==> src/rtl/hazard_scoreboard_if.sv <==
// Decode-side hazard bus: decoded instruction fields in, pipeline control and forward selects out.
interface hazard_scoreboard_if #(
    parameter int RA_W   = 4,
    parameter int NSTAGE = 3
);
    localparam int FW_W = $clog2(NSTAGE);

    logic            dec_valid;
    logic [RA_W-1:0] dec_ra1;
    logic [RA_W-1:0] dec_ra2;
    logic            dec_use1;
    logic            dec_use2;
    logic [RA_W-1:0] dec_rd;
    logic            dec_regwrite;
    logic            dec_load;
    logic            dec_mul;
    logic            dec_pcwrite;
    logic            br_taken_e;

    logic            stall_f;
    logic            stall_d;
    logic            flush_d;
    logic            flush_e;
    logic [FW_W-1:0] fwd_a;
    logic [FW_W-1:0] fwd_b;
    logic            mul_busy;

    modport master (
        output dec_valid, dec_ra1, dec_ra2, dec_use1, dec_use2, dec_rd,
               dec_regwrite, dec_load, dec_mul, dec_pcwrite, br_taken_e,
        input  stall_f, stall_d, flush_d, flush_e, fwd_a, fwd_b, mul_busy
    );

    modport slave (
        input  dec_valid, dec_ra1, dec_ra2, dec_use1, dec_use2, dec_rd,
               dec_regwrite, dec_load, dec_mul, dec_pcwrite, br_taken_e,
        output stall_f, stall_d, flush_d, flush_e, fwd_a, fwd_b, mul_busy
    );
endinterface

==> src/rtl/hazard_scoreboard.sv <==
// Tracks in-flight instructions from E to W and derives stalls, flushes and operand forwarding
// for the instruction in decode; multicycle ops hold E while a down-counter runs out.
module hazard_scoreboard #(
    parameter int RA_W    = 4,
    parameter int NSTAGE  = 3,
    parameter int MUL_CYC = 4
) (
    input logic                clk,
    input logic                reset,
    hazard_scoreboard_if.slave bus
);
    localparam int              FW_W    = $clog2(NSTAGE);
    localparam int              MCNT_W  = $clog2(MUL_CYC) + 1;
    localparam logic [RA_W-1:0] PC_ADDR = {RA_W{1'b1}};

    typedef struct packed {
        logic            valid;
        logic [RA_W-1:0] rd;
        logic            regwrite;
        logic            load;
        logic            pcwrite;
    } stage_t;

    stage_t            stg [NSTAGE];
    logic [RA_W-1:0]   s0_ra1;
    logic [RA_W-1:0]   s0_ra2;
    logic              s0_use1;
    logic              s0_use2;
    logic [MCNT_W-1:0] mcnt;

    logic            mul_busy;
    logic            ld_hit1;
    logic            ld_hit2;
    logic            ldstall;
    logic            pcw_inflight;
    logic            stall_f;
    logic            stall_d;
    logic            flush_d;
    logic            flush_e;
    logic [FW_W-1:0] fwd_a;
    logic [FW_W-1:0] fwd_b;

    assign mul_busy = (mcnt != '0);

    // The PC alias is never a real data dependency, so it is excluded from every match.
    assign ld_hit1 = bus.dec_use1 && (bus.dec_ra1 == stg[0].rd) && (bus.dec_ra1 != PC_ADDR);
    assign ld_hit2 = bus.dec_use2 && (bus.dec_ra2 == stg[0].rd) && (bus.dec_ra2 != PC_ADDR);
    assign ldstall = bus.dec_valid && stg[0].valid && stg[0].load && stg[0].regwrite
                     && (ld_hit1 || ld_hit2);

    always_comb begin
        // NOTE: every always_comb output gets a default first so no path infers a latch.
        pcw_inflight = bus.dec_valid && bus.dec_pcwrite;
        for (int k = 0; k < NSTAGE - 1; k++) begin
            pcw_inflight = pcw_inflight || (stg[k].valid && stg[k].pcwrite);
        end
    end

    // Walk from the oldest stage down so the youngest matching producer wins.
    always_comb begin
        fwd_a = '0;
        fwd_b = '0;
        for (int k = NSTAGE - 1; k >= 1; k--) begin
            if (stg[0].valid && s0_use1 && (s0_ra1 != PC_ADDR) && stg[k].valid
                && stg[k].regwrite && (stg[k].rd == s0_ra1)) begin
                fwd_a = FW_W'(k);
            end
            if (stg[0].valid && s0_use2 && (s0_ra2 != PC_ADDR) && stg[k].valid
                && stg[k].regwrite && (stg[k].rd == s0_ra2)) begin
                fwd_b = FW_W'(k);
            end
        end
    end

    always_comb begin
        stall_f = 1'b0;
        stall_d = 1'b0;
        flush_d = 1'b0;
        flush_e = 1'b0;
        if (bus.br_taken_e) begin
            flush_d = 1'b1;
            flush_e = 1'b1;
        end else if (mul_busy) begin
            stall_f = 1'b1;
            stall_d = 1'b1;
        end else if (ldstall) begin
            stall_f = 1'b1;
            stall_d = 1'b1;
            flush_e = 1'b1;
        end else if (pcw_inflight) begin
            stall_f = 1'b1;
            flush_d = 1'b1;
        end
    end

    // State is already clear in reset; only the input-driven controls need masking.
    assign bus.stall_f  = reset && stall_f;
    assign bus.stall_d  = reset && stall_d;
    assign bus.flush_d  = reset && flush_d;
    assign bus.flush_e  = reset && flush_e;
    assign bus.fwd_a    = fwd_a;
    assign bus.fwd_b    = fwd_b;
    assign bus.mul_busy = mul_busy;

    // NOTE: all tracking state is a handful of flops, so every one is reset, not just the valids.
    always_ff @(posedge clk or negedge reset) begin
        if (!reset) begin
            for (int k = 0; k < NSTAGE; k++) begin
                stg[k] <= '0;
            end
            s0_ra1  <= '0;
            s0_ra2  <= '0;
            s0_use1 <= 1'b0;
            s0_use2 <= 1'b0;
            mcnt    <= '0;
        end else begin
            // NOTE: non-blocking assignments let every stage sample its predecessor's old value.
            for (int k = NSTAGE - 1; k >= 2; k--) begin
                stg[k] <= stg[k-1];
            end
            if (mul_busy) begin
                stg[1] <= '0;
                mcnt   <= mcnt - MCNT_W'(1);
            end else begin
                stg[1] <= stg[0];
                if (flush_e || !bus.dec_valid) begin
                    stg[0]  <= '0;
                    s0_ra1  <= '0;
                    s0_ra2  <= '0;
                    s0_use1 <= 1'b0;
                    s0_use2 <= 1'b0;
                end else begin
                    stg[0]  <= '{valid:    1'b1,
                                 rd:       bus.dec_rd,
                                 regwrite: bus.dec_regwrite,
                                 load:     bus.dec_load,
                                 pcwrite:  bus.dec_pcwrite};
                    s0_ra1  <= bus.dec_ra1;
                    s0_ra2  <= bus.dec_ra2;
                    s0_use1 <= bus.dec_use1;
                    s0_use2 <= bus.dec_use2;
                    if (bus.dec_mul && (MUL_CYC > 1)) begin
                        mcnt <= MCNT_W'(MUL_CYC - 1);
                    end
                end
            end
        end
    end
endmodule

==> src/flat_wrapper.sv <==
// flat-port wrapper written by rule: the top's interface ports become plain ports
module hazard_scoreboard_flat 
#(
    parameter int RA_W    = 4,
    parameter int NSTAGE  = 3,
    parameter int MUL_CYC = 4
)
  (clk, reset, bus_dec_valid, bus_dec_ra1, bus_dec_ra2, bus_dec_use1, bus_dec_use2, bus_dec_rd, bus_dec_regwrite, bus_dec_load, bus_dec_mul, bus_dec_pcwrite, bus_br_taken_e, bus_stall_f, bus_stall_d, bus_flush_d, bus_flush_e, bus_fwd_a, bus_fwd_b, bus_mul_busy);
  hazard_scoreboard_if #(.RA_W(RA_W), .NSTAGE(NSTAGE)) bus_i ();
  input logic clk;
  input logic reset;
  input wire logic [$bits(bus_i.dec_valid)-1:0] bus_dec_valid;
  input wire logic [$bits(bus_i.dec_ra1)-1:0] bus_dec_ra1;
  input wire logic [$bits(bus_i.dec_ra2)-1:0] bus_dec_ra2;
  input wire logic [$bits(bus_i.dec_use1)-1:0] bus_dec_use1;
  input wire logic [$bits(bus_i.dec_use2)-1:0] bus_dec_use2;
  input wire logic [$bits(bus_i.dec_rd)-1:0] bus_dec_rd;
  input wire logic [$bits(bus_i.dec_regwrite)-1:0] bus_dec_regwrite;
  input wire logic [$bits(bus_i.dec_load)-1:0] bus_dec_load;
  input wire logic [$bits(bus_i.dec_mul)-1:0] bus_dec_mul;
  input wire logic [$bits(bus_i.dec_pcwrite)-1:0] bus_dec_pcwrite;
  input wire logic [$bits(bus_i.br_taken_e)-1:0] bus_br_taken_e;
  output wire logic [$bits(bus_i.stall_f)-1:0] bus_stall_f;
  output wire logic [$bits(bus_i.stall_d)-1:0] bus_stall_d;
  output wire logic [$bits(bus_i.flush_d)-1:0] bus_flush_d;
  output wire logic [$bits(bus_i.flush_e)-1:0] bus_flush_e;
  output wire logic [$bits(bus_i.fwd_a)-1:0] bus_fwd_a;
  output wire logic [$bits(bus_i.fwd_b)-1:0] bus_fwd_b;
  output wire logic [$bits(bus_i.mul_busy)-1:0] bus_mul_busy;
  assign bus_i.dec_valid = bus_dec_valid;
  assign bus_i.dec_ra1 = bus_dec_ra1;
  assign bus_i.dec_ra2 = bus_dec_ra2;
  assign bus_i.dec_use1 = bus_dec_use1;
  assign bus_i.dec_use2 = bus_dec_use2;
  assign bus_i.dec_rd = bus_dec_rd;
  assign bus_i.dec_regwrite = bus_dec_regwrite;
  assign bus_i.dec_load = bus_dec_load;
  assign bus_i.dec_mul = bus_dec_mul;
  assign bus_i.dec_pcwrite = bus_dec_pcwrite;
  assign bus_i.br_taken_e = bus_br_taken_e;
  assign bus_stall_f = bus_i.stall_f;
  assign bus_stall_d = bus_i.stall_d;
  assign bus_flush_d = bus_i.flush_d;
  assign bus_flush_e = bus_i.flush_e;
  assign bus_fwd_a = bus_i.fwd_a;
  assign bus_fwd_b = bus_i.fwd_b;
  assign bus_mul_busy = bus_i.mul_busy;
  hazard_scoreboard #(.RA_W(RA_W), .NSTAGE(NSTAGE), .MUL_CYC(MUL_CYC)) u_core (.clk(clk), .reset(reset), .bus(bus_i));
endmodule
==> config.mk <==
export PLATFORM = sky130hd
export DESIGN_NAME = hazard_scoreboard_flat
export DESIGN_NICKNAME = d
export VERILOG_FILES = /design/src/rtl/hazard_scoreboard_if.sv /design/src/rtl/hazard_scoreboard.sv /design/src/flat_wrapper.sv
export SDC_FILE = /design/constraint.sdc
export NUM_CORES = 1
export LEC_CHECK = 0
export CORE_UTILIZATION = 51
export CTS_BUF_LIST = sky130_fd_sc_hd__clkbuf_16
export CTS_CLUSTER_SIZE = 8
export DETAILED_ROUTE_END_ITERATION = 6
export PLACE_DENSITY = 0.78
export SLEW_MARGIN = 10
export SYNTH_ARGS = -nofsm -noshare
export SYNTH_HDL_FRONTEND = slang
export SYNTH_SLANG_ARGS = --single-unit
==> constraint.sdc <==
create_clock -name clk -period 2.25 [get_ports clk]
set_clock_uncertainty 0.2 [all_clocks]
set_input_delay 0.225 -clock clk [delete_from_list [all_inputs] [get_ports clk]]
set_output_delay 0.225 -clock clk [all_outputs]
set_load 0.02 [all_outputs]
==> results.txt, run 1 <==
Hold Crit Endpoint: u_core.stg[2]
most numerous cell in the Yosys netlist: dfrtp_1
Worst Max-Slew Pin Slew: 386 ps
Critical Path AT: 1850 ps
top cell types by occurrence after synthesis: dfrtp_1 (34), a32o_1 (17), xnor2_1 (15), xor2_1 (10)
IO buf count: 30
RSZ-0062 raised after global routing: true
worst-case clock buffer depth: 2
global route overflow: 0
# rows: 20
fillers: 215
clock latency on the worst-skew pair: 280 ps
period utilisation layout: 101%
Core Box Area: 3080 um2
final hold viol count: 0
sequential element share of the synthesized area: 51.2%
R2R depth: 9
library cells used by synthesis: 31
Syn. warnings: 0
Yosys reg bits: 34
asr flop ratio synth: 100%
Post-Syn Area: 1660 um2
total power per unit cell area: 1130 nW/um2
Synth top area share: 51.2%
worst path required time: 1820 ps
Final ANT Viol Nets: 0
Syn Inst Count: 139
Ant. Diodes: 0
drc violations: 0
Post-Route WL: 3870 um
most area-hungry cell type in the Yosys netlist: dfrtp_1
reg2reg setup slack: 210 ps
failing checks: negative setup slack
min-delay src: u_core.stg[10]
type of the worst setup path: reg -> out
dpl cells: 224
Slew headroom: 74.2%
Slew Limit Fails: 0
worst vdd ir: 0.797 mV
first-pass detailed-route iteration total: 5
Reg2Reg Capture Point: u_core.mcnt[1]
share of cells above drive strength 1: 29.7%
hold_buf cts: 0
worst r2r src: u_core.mcnt[0]
initial antenna violation count: 0
total power: 0.00260 W
Startpoint Class: register
CTS tree: yes
Worst Setup End Kind: output port
fmax: 440 MHz
setup ws final: -24.6 ps
status: finished, violations left
die area: 3490 um2
MaxCap Viol Count: 0
routability cong.: 0.831
Area Growth Syn to Fin: 39.0%
CP Max Fanout: 5
P_leak: 1.05 nW
wire per inst: 16.2 um
hold crit path type: reg -> reg
Setup Viol. Count Final: 2
Final Non-Filler Cells: 239
CTS Buf Count: 5
first-pass GRT wire length: 6030 um
Syn Nets: 163
Final Critical Period: 2270 ps
clk slew on worst S/H paths: 50 ps
vias in the first global route: 1245
Synth Area per Inst: 11.9 um2
clock root cell: clkbuf_16
Area contributors post-synth: dfrtp_1 (51%), a32o_1 (10%), xnor2_1 (7.9%), xor2_1 (5.3%), and2_1 (2.6%)
CTS Sinks: 34
Starting Density: 53.9%
Total GRT Usage: 24.7%
hold path depth: 0
largest net degree at the start of global routing: 31
vias per cell: 5.74
post-detail-place hpwl: 2740 um
DIE WIDTH: 59.1 um
NumNets Final: 218
Layout Utilization: 75.0%
die height: 59.1 um
via count: 1371
Post-synth EDFFs: 0
initial drt markers: 47
# IOs: 31
TNS Setup: -40.1 ps
# H-tree levels: 2
Top FF cell, synth: dfrtp_1
-- report_power, final --
group	internal, W	switching, W
sequential	0.000810	0.000201
combinational	0.000527	0.000424
clock	0.000399	0.000239
-- how the worst max path moves through the flow --
stage | from | endpoint | slack (ps) | depth (start not counted)
floorplan | u_core.s0_ra1[0] | bus_fwd_a[1] | 100 | 4
global placement | bus_dec_ra2[1] | bus_flush_e | -250 | 6
detailed placement | bus_dec_valid | bus_flush_e | -330 | 6
CTS | u_core.s0_ra1[1] | bus_fwd_a[1] | -20 | 5
global route | u_core.stg[23] | bus_stall_f | -110 | 7
finish | u_core.stg[23] | bus_stall_f | -20 | 7
-- registers in the layout, summed over array words and instances, names as in the netlist --
register        flops
u_core.s0_ra1       4
u_core.mcnt         3
u_core.s0_ra2       4
u_core.stg         21
u_core.s0_use1      1
u_core.s0_use2      1
-- per-stage QoR --
stage,area (um2),setup WS [ps],hold slack (ps)
finish,2310,-24.6,174
global route,2310,-113,189
CTS,2280,-16.3,177
detailed placement,2110,-326,165
global placement,2110,-247,161
floorplan,1660,95.4,-271
-- cells in the final DEF, fill, tap and decap left out, drive strengths merged, types with 2 or more instances in the layout --
cell type / n
a22o: 2
a32o: 17
and2: 8
buf: 30
clkbuf: 8
clkdlybuf4s50: 21
clkinv: 2
dfrtp: 34
ha: 2
inv: 4
mux2i: 2
nand2: 5
nand2b: 2
nand3: 8
nand4: 6
nor2b: 2
nor4: 4
o21ai: 2
xnor2: 15
xor2: 10
-- layer usage --
metal,global-route usage (%),vias up,share of wire [%]
met5,0,-,0
met4,13.9,0,2.5
met3,6.77,10,5.7
met2,38.0,55,50
met1,31.8,673,42
li1,-,633,-
-- layout make-up --
| class | instances | area [um2] | share of cell area, % |
|---|---|---|---|
| Clock buffer | 5 | 125 | 5.42 |
| Clock inverter | 3 | 12.5 | 0.542 |
| Inverter | 3 | 11.3 | 0.488 |
| Multi-Input combinational cell | 95 | 792 | 34.3 |
| Sequential cell | 34 | 858 | 37.2 |
| Tap cell | 44 | 55.1 | 2.39 |
| Timing Repair Buffer | 55 | 453 | 19.6 |
-- kinds of logic after synthesis --
family	synth area share, %
multiplexers	1.21
adder cells (fa/ha/maj)	1.51
AO/OA/AOI/OAI	15.6
AND/OR/NAND/NOR	13.9
XOR/XNOR	13.2
flip-flops	51.2
buffers and inverters	3.32
-- timing repair --
| item | 4_1_cts | 5_1_grt |
|---|---|---|
| setup endpoints to repair | 9 | 26 |
| buffers inserted | 2 | 5 |
| pin swaps | 2 | 1 |
| resized for setup | 38 | 13 |
-- critical path, stage by stage, from the launching register on --
cell and delay, ps:
dfrtp_2 430, buf_6 120, a222oi_1 410, buf_4 180, buf_4 90, buf_4 90
a31oi_2 80, buf_4 170
Power figures use the tool's default switching activity.
==> inputs of run 2 (changes only) <==
--- a/config.mk
+++ b/config.mk
@@ -9,7 +9,7 @@
 export CTS_BUF_LIST = sky130_fd_sc_hd__clkbuf_16
 export CTS_CLUSTER_SIZE = 8
 export DETAILED_ROUTE_END_ITERATION = 6
-export PLACE_DENSITY = 0.78
+export PLACE_DENSITY = 0.84
 export SLEW_MARGIN = 10
 export SYNTH_ARGS = -nofsm -noshare
 export SYNTH_HDL_FRONTEND = slang
==> results.txt, run 2 (synthesis gave the netlist of run 1 again) <==
status: finished, violations left
failing checks: negative setup slack
Hold Crit Endpoint: u_core.stg[2]
Starting Density: 53.9%
Core Box Area: 3080 um2
P_leak: 1.06 nW
clock latency on the worst-skew pair: 280 ps
R2R depth: 9
Reg2Reg Capture Point: u_core.mcnt[1]
largest registers: u_core.stg: 21 flops, u_core.s0_ra1: 4 flops, u_core.s0_ra2: 4 flops
largest net degree at the start of global routing: 31
setup ws final: -2.80 ps
fmax: 444 MHz
Clock power frac: 23.8%
max FFs per register: 21
Cell Chain, Critical Path: nand4_1 -> nand3_1 -> or4_1 -> nor4_1 -> buf_2
DIE WIDTH: 59.1 um
via count: 1389
Final ANT Viol Nets: 0
share of cells above drive strength 1: 30.4%
Total GRT Usage: 27.7%
Post-Route WL: 4270 um
Flop pwr share: 39.0%
Worst Max-Slew Pin Slew: 408 ps
Largest stage delay, worst path: 530 ps
post-detail-place hpwl: 2940 um
initial drt markers: 60
drc violations: 0
Startpoint Class: register
reg2reg setup slack: 150 ps
die height: 59.1 um
Sw Ratio: 34.4%
vias per cell: 5.84
Slew Limit Fails: 0
Most flops, register: u_core.stg
first-pass GRT wire length: 6690 um
worst-case clock buffer depth: 2
min-delay src: u_core.stg[10]
die area: 3490 um2
IO buf count: 30
clk slew on worst S/H paths: 50 ps
TNS Setup: -2.80 ps
total power: 0.00266 W
total power per unit cell area: 1150 nW/um2
P_sw: 0.000917 W
worst r2r src: u_core.mcnt[0]
hold path depth: 0
worst path required time: 1820 ps
vias in the first global route: 1406
final hold viol count: 0
CP delay by family, top: simple AND/OR/NAND/NOR gates
final hold slack: 201 ps
clock root cell: clkbuf_16
first-pass detailed-route iteration total: 4
internal power: 0.00175 W
CTS tree: yes
fillers: 211
CTS Buf Count: 5
initial antenna violation count: 0
Slew headroom: 72.8%
Final Critical Period: 2250 ps
commonest non-fill, non-tap cell in the layout: dfrtp_1
routability cong.: 0.838
Max stage delay cell, worst path: or4_1
# H-tree levels: 2
Worst Setup End Kind: output port
Critical Path AT: 1830 ps
global route overflow: 0
Ant. Diodes: 0
worst vdd ir: 0.779 mV
# rows: 20
RSZ-0062 raised after global routing: true
Setup Viol. Count Final: 1
Buffers & Inverters on Critical Path: 1
type of the worst setup path: reg -> out
Area Growth Syn to Fin: 40.1%
period utilisation layout: 100%
wire per inst: 17.9 um
most frequent cells in the layout: dfrtp_1 (28), buf_4 (24), clkdlybuf4s50_1 (21)
CP Max Fanout: 4
CTS Sinks: 34
# IOs: 31
MaxCap Viol Count: 0
NumNets Final: 217
Logic pwr share: 37.2%
hold crit path type: reg -> reg
-- run 2: cell count changes in the layout (fill, tap and decap cells not counted), sizes merged --
cell,delta
buf,-2
clkdlybuf4s15,+1
-- run 2: per-stage QoR --
stage	util (%)	instance area, um2	worst slack [ps]	std cells
floorplan	-	1660	95.4	139
global placement	69.7	2140	-240	229
detailed placement	69.7	2140	-268	229
CTS	74.8	2300	-30.3	237
global route	75.6	2330	-68.8	238
finish	75.6	2330	-2.80	238
-- run 2: timing repair --
action	CTS	global route
pin swaps	0	1
resized for setup	32	19
endpoints found under the setup margin	9	10
hold buffers	0	0
setup buffers	0	1
-- run 2: how the worst max path moves through the flow --
stage / from / to / slack (ps) / cells after the start
after floorplan: u_core.s0_ra1[0] / bus_fwd_a[1] / 100 / 4
after global placement: bus_dec_valid / bus_stall_f / -240 / 6
after detailed placement: bus_dec_ra2[2] / bus_stall_f / -270 / 6
after CTS: u_core.s0_ra1[3] / bus_fwd_a[1] / -30 / 5
after global routing: u_core.s0_ra1[1] / bus_fwd_a[1] / -70 / 5
final: u_core.s0_ra1[1] / bus_fwd_a[1] / -3 / 5
-- run 2: per-layer routing --
| metal | up-vias | share of wire (%) | GRT usage, % |
|---|---|---|---|
| li1 | 628 | - | - |
| met1 | 692 | 40 | 31.2 |
| met2 | 60 | 51 | 46.4 |
| met3 | 9 | 7.0 | 11.1 |
| met4 | 0 | 1.9 | 12.2 |
| met5 | - | 0 | 0 |
-- run 2: layout make-up --
class | count | area (um2) | share of cell area, %
Sequential cell | 34 | 858 | 36.9
Clock buffer | 5 | 125 | 5.38
Clock inverter | 3 | 12.5 | 0.538
Inverter | 3 | 11.3 | 0.484
Timing Repair Buffer | 54 | 445 | 19.2
Tap cell | 44 | 55.1 | 2.37
Multi-Input combinational cell | 95 | 818 | 35.2
-- run 2: power by group through the flow --
stage,registers [W],clock network (W),logic (W)
3_5_place_dp,0.00100,0,0.000929
3_3_place_gp,0.000990,0,0.000879
5_1_grt,0.00105,0.000669,0.00108
2_1_floorplan,0.000968,0,0.000554
6_report,0.00104,0.000635,0.000992
4_1_cts,0.00101,0.000641,0.000947
==> inputs of run 3 (changes only) <==
--- a/config.mk
+++ b/config.mk
@@ -6,8 +6,7 @@
 export NUM_CORES = 1
 export LEC_CHECK = 0
 export CORE_UTILIZATION = 51
-export CTS_BUF_LIST = sky130_fd_sc_hd__clkbuf_16
-export CTS_CLUSTER_SIZE = 8
+export CTS_CLUSTER_SIZE = 24
 export DETAILED_ROUTE_END_ITERATION = 6
 export PLACE_DENSITY = 0.84
 export SLEW_MARGIN = 10
==> results.txt, run 3 (synthesis gave the netlist of run 1 again) <==
status: finished, violations left
failing checks: negative setup slack
Most flops, register: u_core.stg
R2R depth: 9
drc violations: 0
final instance area: 2300 um2
clock latency on the worst-skew pair: 330 ps
Setup Viol. Count Final: 1
# IOs: 31
type of the worst setup path: reg -> out
Largest stage delay, worst path: 530 ps
largest net degree at the start of global routing: 31
final hold viol count: 0
Worst Max-Slew Pin Slew: 437 ps
NumNets Final: 221
worst path required time: 1820 ps
total power: 0.00245 W
final hold slack: 189 ps
Area Growth Syn to Fin: 38.4%
Core Box Area: 3080 um2
MaxCap Viol Count: 0
period utilisation layout: 104%
vias per cell: 5.93
Slew Limit Fails: 0
Final Non-Filler Cells: 242
Cell Chain, Critical Path: nand4_1 -> nand3_1 -> or4_1 -> nor4_1 -> buf_2
initial antenna violation count: 0
Critical Path AT: 1910 ps
CP Max Fanout: 4
first-pass detailed-route iteration total: 4
worst-case clock buffer depth: 2
clock root cell: clkbuf_4
setup ws final: -80.4 ps
Startpoint Class: register
routability cong.: 0.838
most frequent cells in the layout: dfrtp_1 (27), buf_4 (26), clkdlybuf4s50_1 (21)
instance count on the critical path: 5
share of cells above drive strength 1: 33.3%
Ant. Diodes: 0
clk slew on worst S/H paths: 90 ps
die height: 59.1 um
RSZ-0062 raised after global routing: true
post-detail-place hpwl: 2940 um
max FFs per register: 21
wire per inst: 17.7 um
hold crit path type: in -> async
CTS Buf Count: 5
global route overflow: 0
Total GRT Usage: 27.4%
# H-tree levels: 2
Final ANT Viol Nets: 0
total power per unit cell area: 1070 nW/um2
die area: 3490 um2
fmax: 429 MHz
vias in the first global route: 1407
CTS tree: yes
initial drt markers: 61
worst vdd ir: 0.703 mV
first-pass GRT wire length: 6750 um
Final Critical Period: 2330 ps
commonest non-fill, non-tap cell in the layout: dfrtp_1
Buffers & Inverters on Critical Path: 1
Starting Density: 53.9%
Max stage delay cell, worst path: or4_1
IO buf count: 30
CP delay by family, top: simple AND/OR/NAND/NOR gates
largest registers: u_core.stg: 21 flops, u_core.s0_ra1: 4 flops, u_core.s0_ra2: 4 flops
CTS Sinks: 34
P_leak: 1.06 nW
DIE WIDTH: 59.1 um
via count: 1434
dpl cells: 229
Post-DP Area: 2140 um2
# rows: 20
Slew headroom: 70.9%
fillers: 215
Worst Setup End Kind: output port
Post-Route WL: 4290 um
run 3: changes by cell type in the layout (fill, tap and decap cells not counted), moves of 2 or more:
cell,delta
buf_6,+3
xnor2_1,-2
clkbuf_16,-5
clkbuf_4,+5
xnor2_2,+2
buf_2,+3
clkbuf_2,-3
buf_4,+2
run 3: timing repair:
| action | 4_1_cts | 5_1_grt |
|---|---|---|
| resized for setup | 48 | 14 |
| pin swaps | 1 | 8 |
| setup buffers | 1 | 5 |
| hold buffers | 0 | 0 |
| setup endpoints to repair | 9 | 8 |
| endpoints found under the hold margin | 0 | 0 |
run 3: cell type report:
cell class	count	area, um2	area share, %
Clock buffer	7	55.1	2.40
Tap cell	44	55.1	2.40
Sequential cell	34	860	37.4
Timing Repair Buffer	58	483	21.0
Inverter	3	11.3	0.490
Multi-Input combinational cell	95	828	36.1
Clock inverter	1	5.00	0.218
run 3: metal layers:
layer	global-route usage, %	wire length (um)	part of all wire, %
met1	33.5	1700	40
met2	47.7	2330	54
met3	4.37	194	4.5
met4	12.2	63	1.5
met5	0	0	0
run 3: metrics by stage:
step / utilization (%) / setup TNS, ps / setup slack, ps
2_1_floorplan: - / 0 / 95.4
3_3_place_gp: 69.7 / -1060 / -240
4_1_cts: 72.4 / -109 / -109
6_report: 74.6 / -80.4 / -80.4
3_5_place_dp: 69.7 / -1300 / -268
5_1_grt: 74.6 / -173 / -149
run 3: final timing paths:
path                                       start                to  slack [ps]
worst min-delay path                       reset    u_core.stg[16]         190
worst min register to register    u_core.stg[10]     u_core.stg[2]         190
max in group asynchronous                  reset  u_core.s0_ra1[1]        1240
min in group clk                  u_core.stg[10]     u_core.stg[2]         190
worst max-delay path            u_core.s0_ra1[1]      bus_fwd_a[1]         -80
worst max register to register    u_core.mcnt[0]    u_core.mcnt[1]         220
run 3: report_power, final:
group / internal, W / switching [W] / leakage [nW]
Clock: 0.000151 / 0.000192 / 0.0353
Sequential: 0.000809 / 0.000228 / 0.448
Combinational: 0.000593 / 0.000480 / 0.574
Total: 0.00155 / 0.000901 / 1.06
